### src/rtl/mem_arbiter_pkg.sv
// Shared types and constants for the two-master memory arbiter.
package mem_arbiter_pkg;

    typedef enum logic [1:0] {
        IDLE  = 2'd0,
        ISSUE = 2'd1,
        WAIT  = 2'd2
    } state_t;

    localparam int READ_OP_W  = 3;
    localparam int WRITE_OP_W = 2;

    localparam bit M_CPU = 1'b0;
    localparam bit M_AUX = 1'b1;

endpackage

### src/rtl/mem_req_slot.sv
// One master's request holding slot: latches a strobed request and flags it pending
// until the arbiter takes it.
module mem_req_slot
    import mem_arbiter_pkg::*;
#(
    parameter int AW = 32,
    parameter int DW = 32
) (
    input  logic                  clk,
    input  logic                  reset,
    input  logic                  init,
    input  logic                  busy,
    input  logic                  clear,
    input  logic [READ_OP_W-1:0]  read_op_in,
    input  logic [WRITE_OP_W-1:0] write_op_in,
    input  logic [AW-1:0]         addr_in,
    input  logic [DW-1:0]         wdata_in,
    output logic [READ_OP_W-1:0]  read_op_out,
    output logic [WRITE_OP_W-1:0] write_op_out,
    output logic [AW-1:0]         addr_out,
    output logic [DW-1:0]         wdata_out,
    output logic                  pend
);

    logic                  r_pend;
    logic [READ_OP_W-1:0]  r_read_op;
    logic [WRITE_OP_W-1:0] r_write_op;
    logic [AW-1:0]         r_addr;
    logic [DW-1:0]         r_wdata;

    // A new strobe is only accepted when nothing from this master is queued or in flight.
    always_ff @(posedge clk or posedge reset) begin
        if (reset) begin
            r_pend     <= 1'b0;
            r_read_op  <= '0;
            r_write_op <= '0;
            r_addr     <= '0;
            r_wdata    <= '0;
        end else if (init && !r_pend && !busy) begin
            r_pend     <= 1'b1;
            r_read_op  <= read_op_in;
            r_write_op <= write_op_in;
            r_addr     <= addr_in;
            r_wdata    <= wdata_in;
        end else if (clear) begin
            r_pend     <= 1'b0;
        end
    end

    assign pend         = r_pend;
    assign read_op_out  = r_read_op;
    assign write_op_out = r_write_op;
    assign addr_out     = r_addr;
    assign wdata_out    = r_wdata;

endmodule

### src/rtl/mem_arbiter.sv
// Two-master strobe-handshake memory arbiter. Fixed priority (CPU first) by default;
// define MEM_ARBITER_RR_EN for round-robin selection between simultaneous requests.
module mem_arbiter
    import mem_arbiter_pkg::*;
#(
    parameter int AW = 32,
    parameter int DW = 32
) (
    input  logic                  clk,
    input  logic                  reset,
    input  logic                  m0_init,
    input  logic [READ_OP_W-1:0]  m0_read_op,
    input  logic [WRITE_OP_W-1:0] m0_write_op,
    input  logic [AW-1:0]         m0_addr,
    input  logic [DW-1:0]         m0_wdata,
    output logic                  m0_ready,
    output logic [DW-1:0]         m0_rdata,
    input  logic                  m1_init,
    input  logic [READ_OP_W-1:0]  m1_read_op,
    input  logic [WRITE_OP_W-1:0] m1_write_op,
    input  logic [AW-1:0]         m1_addr,
    input  logic [DW-1:0]         m1_wdata,
    output logic                  m1_ready,
    output logic [DW-1:0]         m1_rdata,
    output logic                  s_init,
    output logic [READ_OP_W-1:0]  s_read_op,
    output logic [WRITE_OP_W-1:0] s_write_op,
    output logic [AW-1:0]         s_addr,
    output logic [DW-1:0]         s_wdata,
    input  logic                  s_ready,
    input  logic [DW-1:0]         s_rdata
);

    state_t r_state, w_next;
    logic   r_owner;
    logic   w_grant;
    logic   w_sel;
    logic   w_pend0, w_pend1;
    logic   w_busy0, w_busy1;
    logic   w_clear0, w_clear1;

    logic [READ_OP_W-1:0]  w_rop0, w_rop1;
    logic [WRITE_OP_W-1:0] w_wop0, w_wop1;
    logic [AW-1:0]         w_addr0, w_addr1;
    logic [DW-1:0]         w_wdata0, w_wdata1;

    logic [READ_OP_W-1:0]  r_s_read_op;
    logic [WRITE_OP_W-1:0] r_s_write_op;
    logic [AW-1:0]         r_s_addr;
    logic [DW-1:0]         r_s_wdata;
    logic [1:0]            r_m_ready;
    logic [DW-1:0]         r_m0_rdata, r_m1_rdata;

    assign w_busy0  = (r_state != IDLE) && (r_owner == M_CPU);
    assign w_busy1  = (r_state != IDLE) && (r_owner == M_AUX);
    assign w_clear0 = w_grant && (w_sel == M_CPU);
    assign w_clear1 = w_grant && (w_sel == M_AUX);

    mem_req_slot #(.AW(AW), .DW(DW)) u_slot0 (
        .clk          (clk),
        .reset        (reset),
        .init         (m0_init),
        .busy         (w_busy0),
        .clear        (w_clear0),
        .read_op_in   (m0_read_op),
        .write_op_in  (m0_write_op),
        .addr_in      (m0_addr),
        .wdata_in     (m0_wdata),
        .read_op_out  (w_rop0),
        .write_op_out (w_wop0),
        .addr_out     (w_addr0),
        .wdata_out    (w_wdata0),
        .pend         (w_pend0)
    );

    mem_req_slot #(.AW(AW), .DW(DW)) u_slot1 (
        .clk          (clk),
        .reset        (reset),
        .init         (m1_init),
        .busy         (w_busy1),
        .clear        (w_clear1),
        .read_op_in   (m1_read_op),
        .write_op_in  (m1_write_op),
        .addr_in      (m1_addr),
        .wdata_in     (m1_wdata),
        .read_op_out  (w_rop1),
        .write_op_out (w_wop1),
        .addr_out     (w_addr1),
        .wdata_out    (w_wdata1),
        .pend         (w_pend1)
    );

`ifdef MEM_ARBITER_RR_EN
    // r_last remembers the most recent grant; a tie goes to the other master.
    logic r_last;

    always_comb begin
        w_sel = ~w_pend0;
        if (w_pend0 && w_pend1) w_sel = ~r_last;
    end

    always_ff @(posedge clk or posedge reset) begin
        if (reset)        r_last <= M_CPU;
        else if (w_grant) r_last <= w_sel;
    end
`else
    assign w_sel = ~w_pend0;
`endif

    always_ff @(posedge clk or posedge reset) begin
        if (reset) r_state <= IDLE;
        else       r_state <= w_next;
    end

    always_comb begin
        w_next  = r_state;
        w_grant = 1'b0;
        case (r_state)
            IDLE: begin
                if (w_pend0 || w_pend1) begin
                    w_grant = 1'b1;
                    w_next  = ISSUE;
                end
            end
            ISSUE:   w_next = WAIT;
            WAIT:    if (s_ready) w_next = IDLE;
            default: w_next = IDLE;
        endcase
    end

    always_ff @(posedge clk or posedge reset) begin
        if (reset) begin
            r_owner      <= M_CPU;
            r_s_read_op  <= '0;
            r_s_write_op <= '0;
            r_s_addr     <= '0;
            r_s_wdata    <= '0;
            r_m_ready    <= '0;
            r_m0_rdata   <= '0;
            r_m1_rdata   <= '0;
        end else begin
            r_m_ready <= '0;
            if (w_grant) begin
                r_owner      <= w_sel;
                r_s_read_op  <= w_sel ? w_rop1   : w_rop0;
                r_s_write_op <= w_sel ? w_wop1   : w_wop0;
                r_s_addr     <= w_sel ? w_addr1  : w_addr0;
                r_s_wdata    <= w_sel ? w_wdata1 : w_wdata0;
            end
            // Completion is only honoured in WAIT; stray pulses elsewhere fall through.
            if (r_state == WAIT && s_ready) begin
                r_m_ready <= {r_owner, ~r_owner};
                if (r_owner == M_AUX) r_m1_rdata <= s_rdata;
                else                  r_m0_rdata <= s_rdata;
            end
        end
    end

    assign s_init     = (r_state == ISSUE);
    assign s_read_op  = r_s_read_op;
    assign s_write_op = r_s_write_op;
    assign s_addr     = r_s_addr;
    assign s_wdata    = r_s_wdata;
    assign m0_ready   = r_m_ready[0];
    assign m1_ready   = r_m_ready[1];
    assign m0_rdata   = r_m0_rdata;
    assign m1_rdata   = r_m1_rdata;

endmodule
### config.mk
export PLATFORM = sky130hd
export DESIGN_NAME = mem_arbiter
export DESIGN_NICKNAME = d
export VERILOG_FILES = /design/src/rtl/mem_arbiter_pkg.sv /design/src/rtl/mem_req_slot.sv /design/src/rtl/mem_arbiter.sv
export SDC_FILE = /design/constraint.sdc
export NUM_CORES = 1
export LEC_CHECK = 0
export CAP_MARGIN = 10
export CORE_ASPECT_RATIO = 1.75
export CORE_MARGIN = 2
export CORE_UTILIZATION = 43
export DETAILED_ROUTE_END_ITERATION = 7
export PLACE_DENSITY = 0.76
export SYNTH_ARGS = -nofsm -noshare
export SYNTH_HDL_FRONTEND = slang
export SYNTH_SLANG_ARGS = --single-unit
### constraint.sdc
create_clock -name clk -period 9.15 [get_ports clk]
set_input_delay 1.83 -clock clk [delete_from_list [all_inputs] [get_ports clk]]
set_output_delay 1.83 -clock clk [all_outputs]
set_load 0.05 [all_outputs]
Yosys cells after proc, flatten, opt, wreduce, memory -nomap -nowiden
Cells that the tools add are included.
Cells by class
  equality and inequality tests: 4
  muxes and demuxes: 14
  bitwise gates (word level): 2
  reduce and logical (&&, ||, !) cells: 21
Operators with widths (count)
  $mux W32: 2
  $logic_and A1 B1 Y1: 9
  $mux W2: 4
  $mux W1: 6
  $pmux W2 S3: 1
  $reduce_and A2 Y1: 3
  $reduce_bool A2 Y1: 3
  $logic_not A1 Y1: 4
  $ne A2 B2 Y1 const B: 2
  $mux W3: 1
  $eq A2 B1 Y1 const B: 1
  $eq A2 B2 Y1 const B: 1
  $logic_not A2 Y1: 1
  $not A1 Y1: 2
  $logic_or A1 B1 Y1: 1
Storage, ports and cells
  flip-flop bits (word level): 278
  input port bits: 175
  output and inout port bits: 136
  logic and storage cells: 60

Longest topological paths before layout
Gate-level depths: netlist (run 1).
  word-level depth: 6
  depth in mapped cells: 5
  mapped depth without buffers: 3

Hierarchy
A second synthesis (run 1) with hierarchy kept.
Unflattened totals
  cell total of the unflattened synthesis: 679
  area, all modules: 11273.3 um^2
By module, submodules not included
  mem_arbiter: times used 1, cells each 379, area an instance 5990.7 um^2, sequential area each 3453.3 um^2
  mem_req_slot: times used 2, cells each 150, area an instance 2641.3 um^2, sequential area each 1751.7 um^2

Worst setup path after synthesis (run 1)
Ideal clock, no wire load.
  path kind: register to output
  start point: register r_state[0]
  end point: output port s_init
  arrival: 1.225 ns
  data required time: 7.320 ns
  setup slack: 6.095 ns
  cell stages (with the launch flop): 2
  path buffers: 0
  cells stage by stage: dfrtp_1 > nor2b_1
On the way
  longest elaborated chain between the ends: 1
RTL lines
  from (decl): line mem_arbiter.sv:34  | state_t r_state, w_next;
  from (signal assigned): line mem_arbiter.sv:112  | else r_state <= w_next;
  $eq A2 B1 Y1: line mem_arbiter.sv:159  | assign s_init = (r_state == ISSUE);
  to (decl): line mem_arbiter.sv:25  | output logic s_init,
Every way passes these cells.

Worst setup path in the final report (run 1)
Same ends and word-level chain as after synthesis.

==> impl_metrics.csv, run 1 <==
group,metric,value,unit
outcome,status,"finished, final reports clean",
clock_tree,insertion_delay,0.52,ns
sta,timing.final.crit_share,0.426,
yosys,post_synth_and_or_nand_nor_area_fraction,0.0494,
yosys,synthTopCellsByArea,"dfrtp_1, mux2_2, mux2_1",
floorplan,row_count,76,
yosys,syn_area,0.0108,mm^2
drt,wl_per_cell,20.6,um
yosys,syn_area_per_cell,15.7,um^2
clock_tree,cts_tree,"done",
floorplan,die_width,124,um
yosys,synthXorXnorAreaFrac,0,
clock_tree,cts_sinks,278,
sta,fin_crit,3.90,ns
worst_setup_path,worstPathMaxFanout,8,
clock_tree,cts_hold_buf,0,
pwr,leakagePower,6.35,nW
yosys,synth_edf_count,0,
yosys,yosysSeqAreaShare,0.647,
yosys,synth_top_area_cell,"dfrtp_1",
yosys,synth_top_family_by_area,"multiplexers",
sta,drv_slew,0,
cells_and_area,syn_to_final_growth,39.0,%
worst_hold_path,min_to,"u_slot1.wdata_out[16]$_DFFE_PP0P_",
drt,route.vias.total,6863,
clock_tree,cts_resized,0,
worst_setup_path,arrival,2.07,ns
drt,drtPass1Iterations,4,
drt,wl_met3,1.34,mm
worst_setup_path,crit_chain,"nor2b_1 -> clkdlybuf4s50_1",
drt,antenna_left,0,
clock_tree,post_cts_buffers,0,
run,drv_cap,0,
worst_setup_path,cp_slowest_stage_delay,0.84,ns
place,dp.cells,1271,
worst_hold_path,holdPathStages,1,
clock_tree,cts_buffers,25,
yosys,synth_top_area_share,0.647,
worst_hold_path,min_from,"u_slot1.wdata_out[16]$_DFFE_PP0P_",
clock_tree,cts_buffer_depth,3,
worst_setup_path,start_kind,"flop",
floorplan,core-area,0.0246,mm^2
cells_and_area,multi_input_area,0.00356,mm^2
cells_and_area,fill_cells,1902,
sta,rsz0062_at_grt,"no",
floorplan,dieHeight,213,um
sta,fin_skew,0.00724,ns
floorplan,io_pins,311,
drt,drc_errors,0,
worst_setup_path,critical_path_class,"flop to output port",
place,port_buffers,310,
cells_and_area,layout-drive-gt1-share,0.188,
drt,routed_wl,27.1,mm
sta,finalSetupViolCount,0,
drt,dr.max_layer_used,"met5",
sta,fmax,256,MHz
pwr,p_per_area,419,mW/mm^2
yosys,synth-adder-area-share,0,
pwr,max-vdd-ir-drop,0.000241,V
floorplan,die-area,0.0264,mm^2
global_route,grt_pass1_wl,41.8,mm
clock_tree,htree_levels,1,
floorplan,start_util,0.437,
worst_setup_path,crit_slowest_cell,"clkdlybuf4s50_1",
drt,wl_met1,9.90,mm
cells_and_area,stdcell_count,1314,
sta,tns,0,ns
global_route,overflow,0,
sta,worstMarginPinSlew,1.19,ns
global_route,antenna_found_initial,3,
worst_setup_path,reg2reg_to,"u_slot0.wdata_out[18]$_DFFE_PP0P_",
drt,drt-initial-drc-count,302,
yosys,synth_ff_type,"dfrtp_1",
yosys,synth-async-reset-ratio,1.00,
drt,wl_met2,14.7,mm
yosys,synthCells,684,
clock_tree,clkSlewWorstSetupHoldPaths,0.07,ns
place,place_hpwl,18.4,mm
yosys,synth-seq-cells,278,
global_route,grt_pass1_vias,7450,
global_route,grt_max_degree,175,
sta,hold_viol_final,0,
yosys,synth.net_count,859,
yosys,synth_mux_area_frac,0.211,
cells_and_area,seq_area,0.00696,mm^2
worst_setup_path,critPathRequiredTime,7.32,ns
cells_and_area,utilization,0.607,
worst_setup_path,r2r_cells,4,
yosys,synth_cell_types,25,
drt,routed_via_density,5.22,
worst_setup_path,worstSetupEndpointType,"output port",
worst_hold_path,min_path_type,"flop to flop",
worst_setup_path,rrSetupSlack,6.35,ns
cells_and_area,fin_nets,1161,
clock_tree,root_buffer,"clkbuf_16",
pwr,finalPower,6.26,mW
global_route,gr-usage-all-layers,0.210,
yosys,synth_compound_area_frac,0.0676,
yosys,yosysWarnings,0,
worst_setup_path,crit-reg2reg-launch,"r_state[0]$_DFFE_PP0P_",
place,place_congestion,0.811,
sta,relSlewSlack,0.201,
==> critical path, delay by kind of cell, from the launching register on <==
family,cells,cell delay [ns]
flip-flops,1,0.51
AND/OR/NAND/NOR,1,0.20
buffers and inverters,1,0.84
==> stage by stage <==
stage	hold WS, ns	instance area (um^2)	setup WS (ns)
floorplan	0.449	10800	3.64
global placement	0.458	14100	5.08
detailed placement	0.466	14100	5.04
CTS	0.481	15000	5.21
global route	0.488	15000	5.10
finish	0.475	15000	5.25
==> per-layer routing <==
metal	vias to the layer above	GRT usage
li1	3090	-
met1	3498	0.238
met2	218	0.377
met3	55	0.0329
met4	2	0.101
met5	-	0
==> kinds of logic (layout without fill, tap and decap cells) <==
| family | Yosys count | in the layout |
|---|---|---|
| buffers and inverters | 48 | 364 |
| other | 0 | 2 |
| AO/OA/AOI/OAI | 75 | 75 |
| multiplexers | 202 | 202 |
| AND/OR/NAND/NOR | 81 | 81 |
| flip-flops | 278 | 278 |
==> registers in the layout, indices dropped and copies added (netlist names), 32 cells and up <==
name               flops
m0_rdata              32
u_slot1.wdata_out     32
s_wdata               32
s_addr                32
u_slot1.addr_out      32
m1_rdata              32
u_slot0.addr_out      32
u_slot0.wdata_out     32
==> report_power, final <==
part           total [mW]  switching [mW]  leakage [nW]  internal (mW)
sequential           2.20           0.344          3.34           1.86
combinational        2.97            1.74          2.59           1.23
clock                1.09           0.440         0.420          0.651
==> cell usage after synthesis, types with 2 or more instances <==
| master | count |
|---|---|
| buf_2 | 18 |
| inv_1 | 4 |
| nor2b_1 | 2 |
| o21ai_1 | 2 |
| and2_1 | 70 |
| buf_6 | 7 |
| buf_4 | 4 |
| clkbuf_1 | 15 |
| a221o_1 | 69 |
| mux2_1 | 69 |
| dfrtp_1 | 278 |
| mux2_2 | 133 |
==> layout make-up <==
cell class / count / area share
Clock inverter: 8 / 0.00937
Inverter: 4 / 0.00125
Antenna cell: 2 / 0.000335
Clock buffer: 33 / 0.0472
Multi-Input combinational cell: 358 / 0.238
Sequential cell: 278 / 0.465
Timing Repair Buffer: 319 / 0.213
Tap cell: 312 / 0.0261
==> layout by cell type (no fill, tap or decap), types with 2 or more instances in the layout <==
| master | n |
|---|---|
| a221o_1 | 69 |
| and2_1 | 69 |
| buf_4 | 8 |
| bufinv_16 | 4 |
| clkbuf_1 | 3 |
| clkbuf_16 | 25 |
| clkbuf_8 | 5 |
| clkdlybuf4s50_1 | 310 |
| clkinv_2 | 4 |
| dfrtp_1 | 278 |
| diode_2 | 2 |
| inv_1 | 3 |
| mux2_1 | 69 |
| mux2_2 | 133 |
| nor2b_1 | 2 |
| o21ai_4 | 2 |
==> worst max-delay path by stage <==
stage	startpoint	to	slack [ns]	cells past startpoint
2_1_floorplan	reset	m0_rdata[0]$_DFFE_PP0P_	3.64	1
3_3_place_gp	m0_init	u_slot0.addr_out[6]$_DFFE_PP0P_	5.08	5
3_5_place_dp	m0_init	u_slot0.wdata_out[18]$_DFFE_PP0P_	5.04	5
4_1_cts	r_state[0]$_DFFE_PP0P_	s_init	5.21	2
5_1_grt	r_state[0]$_DFFE_PP0P_	s_init	5.10	2
6_report	r_state[0]$_DFFE_PP0P_	s_init	5.25	2
Note: power is estimated with default switching activity, not from simulation.
==> run 2, diff against run 1 <==
--- a/config.mk
+++ b/config.mk
@@ -8,9 +8,9 @@
 export CAP_MARGIN = 10
 export CORE_ASPECT_RATIO = 1.75
 export CORE_MARGIN = 2
-export CORE_UTILIZATION = 43
+export CORE_UTILIZATION = 48
 export DETAILED_ROUTE_END_ITERATION = 7
-export PLACE_DENSITY = 0.76
+export PLACE_DENSITY = 0.81
 export SYNTH_ARGS = -nofsm -noshare
 export SYNTH_HDL_FRONTEND = slang
 export SYNTH_SLANG_ARGS = --single-unit
==> constraint.sdc (replaced) <==
create_clock -name clk -period 3.7 [get_ports clk]
set_input_delay 0.74 -clock clk [delete_from_list [all_inputs] [get_ports clk]]
set_output_delay 0.74 -clock clk [all_outputs]
set_load 0.05 [all_outputs]
==> run 2 against run 1 <==
Effect of this change: combinational power is 150% higher; non-clock buffer count is 6 higher; clock power is 120% higher; hold slack worse by 0.0012 ns; sequential power is 150% higher; cell area is 0.23% lower; sequential cell count stayed put; critical endpoint unchanged; via count is 0.60% higher; highest routed layer is now met4; count of clock-buffer cells in the layout is 2 lower; die area is 10% lower.
==> impl_metrics.csv, run 2 (synthesis results as in run 1) <==
group,metric,value,unit
outcome,status,"finished, final reports clean",
sta,finalSetupViolCount,0,
pwr,max-vdd-ir-drop,0.000674,V
clock_tree,cts_hold_buf,0,
drt,routed_via_density,5.29,
cells_and_area,layout_commonest_cell,"clkdlybuf4s50_1",
pwr,sw_frac_of_total,0.408,
worst_setup_path,worst-path-buf-inv,1,
cells_and_area,finish.instance_area,0.0149,mm^2
pwr,leakagePower,6.35,nW
floorplan,die-area,0.0237,mm^2
drt,drc_errors,0,
global_route,grt_max_degree,90,
sta,fin_crit,2.78,ns
pwr,p_seq_frac,0.360,
drt,drtPass1Iterations,4,
place,place_area,0.0142,mm^2
worst_setup_path,cp_slowest_stage_delay,0.84,ns
cells_and_area,stdcell_count,1304,
clock_tree,cts_buffer_depth,3,
clock_tree,post_cts_buffers,0,
floorplan,die_width,117,um
sta,fin_skew,0.00607,ns
pwr,power.internal,9.00,mW
worst_setup_path,cp_top_family,"buffers and inverters",
floorplan,core-area,0.0221,mm^2
pwr,p_clk_frac,0.156,
worst_hold_path,min_path_type,"flop to flop",
floorplan,io_pins,311,
clock_tree,cts_buffers,25,
sta,fmax,360,MHz
cells_and_area,seq_area,0.00696,mm^2
worst_setup_path,crit_slowest_cell,"clkdlybuf4s50_1",
floorplan,start_util,0.488,
clock_tree,clkSlewWorstSetupHoldPaths,0.07,ns
sta,rsz0062_at_grt,"no",
sta,timing.final.crit_share,0.750,
clock_tree,htree_levels,1,
global_route,gr-usage-all-layers,0.223,
cells_and_area,fin_nets,1167,
global_route,antenna_found_initial,2,
place,place_congestion,0.795,
global_route,grt_pass1_vias,7472,
pwr,p_sw,6.20,mW
pwr,p_per_area,1020,mW/mm^2
sta,relSlewSlack,0.376,
cells_and_area,mostFrequentLayoutCells,"clkdlybuf4s50_1, dfrtp_1, mux2_2",
sta,hold_ws,0.474,ns
drt,antenna_left,0,
floorplan,row_count,72,
global_route,overflow,0,
sta,hold_viol_final,0,
place,dp.cells,1261,
cells_and_area,fill_cells,1588,
cells_and_area,syn_to_final_growth,38.7,%
place,port_buffers,310,
clock_tree,cts_resized,0,
worst_setup_path,arrival,2.04,ns
cells_and_area,multi_input_area,0.00356,mm^2
sta,drv_slew,0,
place,place_hpwl,18.7,mm
drt,drt-initial-drc-count,216,
clock_tree,insertion_delay,0.50,ns
clock_tree,cts_sinks,278,
drt,routed_wl,26.6,mm
worst_setup_path,worstSetupEndpointType,"output port",
sta,worstMarginPinSlew,0.933,ns
worst_setup_path,critical_path_class,"flop to output port",
drt,wl_per_cell,20.4,um
drt,route.vias.total,6904,
floorplan,dieHeight,202,um
worst_setup_path,crit_chain,"nor2b_1 -> clkdlybuf4s50_1",
worst_setup_path,start_kind,"flop",
clock_tree,cts_tree,"done",
run,drv_cap,0,
clock_tree,root_buffer,"clkbuf_16",
cells_and_area,layout-drive-gt1-share,0.195,
worst_setup_path,worstPathMaxFanout,8,
worst_setup_path,critPathRequiredTime,2.96,ns
cells_and_area,utilization,0.676,
pwr,comb_power_share,0.484,
global_route,grt_pass1_wl,40.8,mm
## run 2: cell types whose count changed in the layout (fill, tap and decap cells not counted), sizes merged
cell,before,now
buf,9,15
clkinv,4,10
bufinv,4,0
clkbuf,33,31
## run 2: worst reg2reg max path, stage by stage, from the launching register on
cell and delay (ns):
dfrtp_1 0.48, o21ai_4 0.78, buf_4 0.58, a221o_1 0.29
## run 2: metrics by stage
stage	total power, mW	setup slack (ns)	setup TNS [ns]
final	15.2	0.923	0
after CTS	15.4	0.883	0
after global placement	12.7	1.10	0
after detailed placement	12.9	1.06	0
after floorplan	10.4	-0.719	-199.98
after global routing	16.0	0.794	0
## run 2: area by class of cell
class / count / share of cell area
Tap cell: 296 / 0.0248
Clock inverter: 10 / 0.00335
Sequential cell: 278 / 0.466
Inverter: 4 / 0.00126
Clock buffer: 31 / 0.0468
Timing Repair Buffer: 325 / 0.219
Multi-Input combinational cell: 358 / 0.238
Antenna cell: 2 / 0.000335
## run 2: layer usage
metal	GRT usage	vias to the layer above	wire [um]
li1	-	3097	-
met1	0.248	3525	9460
met2	0.408	232	14500
met3	0.0384	50	1530
met4	0.0924	0	1070
met5	0	-	0
## run 2: power groups by stage
stage	clock (mW)	sequential (mW)	combinational [mW]
2_1_floorplan	0	7.75	2.66
3_3_place_gp	0	5.43	7.25
3_5_place_dp	0	5.50	7.42
4_1_cts	2.45	5.47	7.44
5_1_grt	2.57	5.65	7.75
6_report	2.38	5.47	7.36
## run 2: final timing paths
kind | endpoint | slack [ns] | depth (start not counted) | startpoint
hold reg to reg | u_slot1.wdata_out[10]$_DFFE_PP0P_ | 0.47 | 1 | u_slot1.wdata_out[10]$_DFFE_PP0P_
setup / recovery | s_init | 0.92 | 2 | r_state[0]$_DFFE_PP0P_
hold / removal | u_slot1.wdata_out[10]$_DFFE_PP0P_ | 0.47 | 1 | u_slot1.wdata_out[10]$_DFFE_PP0P_
setup reg to reg | s_wdata[20]$_DFFE_PP0N_ | 1.51 | 3 | u_slot0.pend$_DFFE_PP0P_
min in group asynchronous | s_wdata[25]$_DFFE_PP0N_ | 0.68 | 2 | reset
max in group asynchronous | s_addr[26]$_DFFE_PP0N_ | 2.13 | 3 | reset
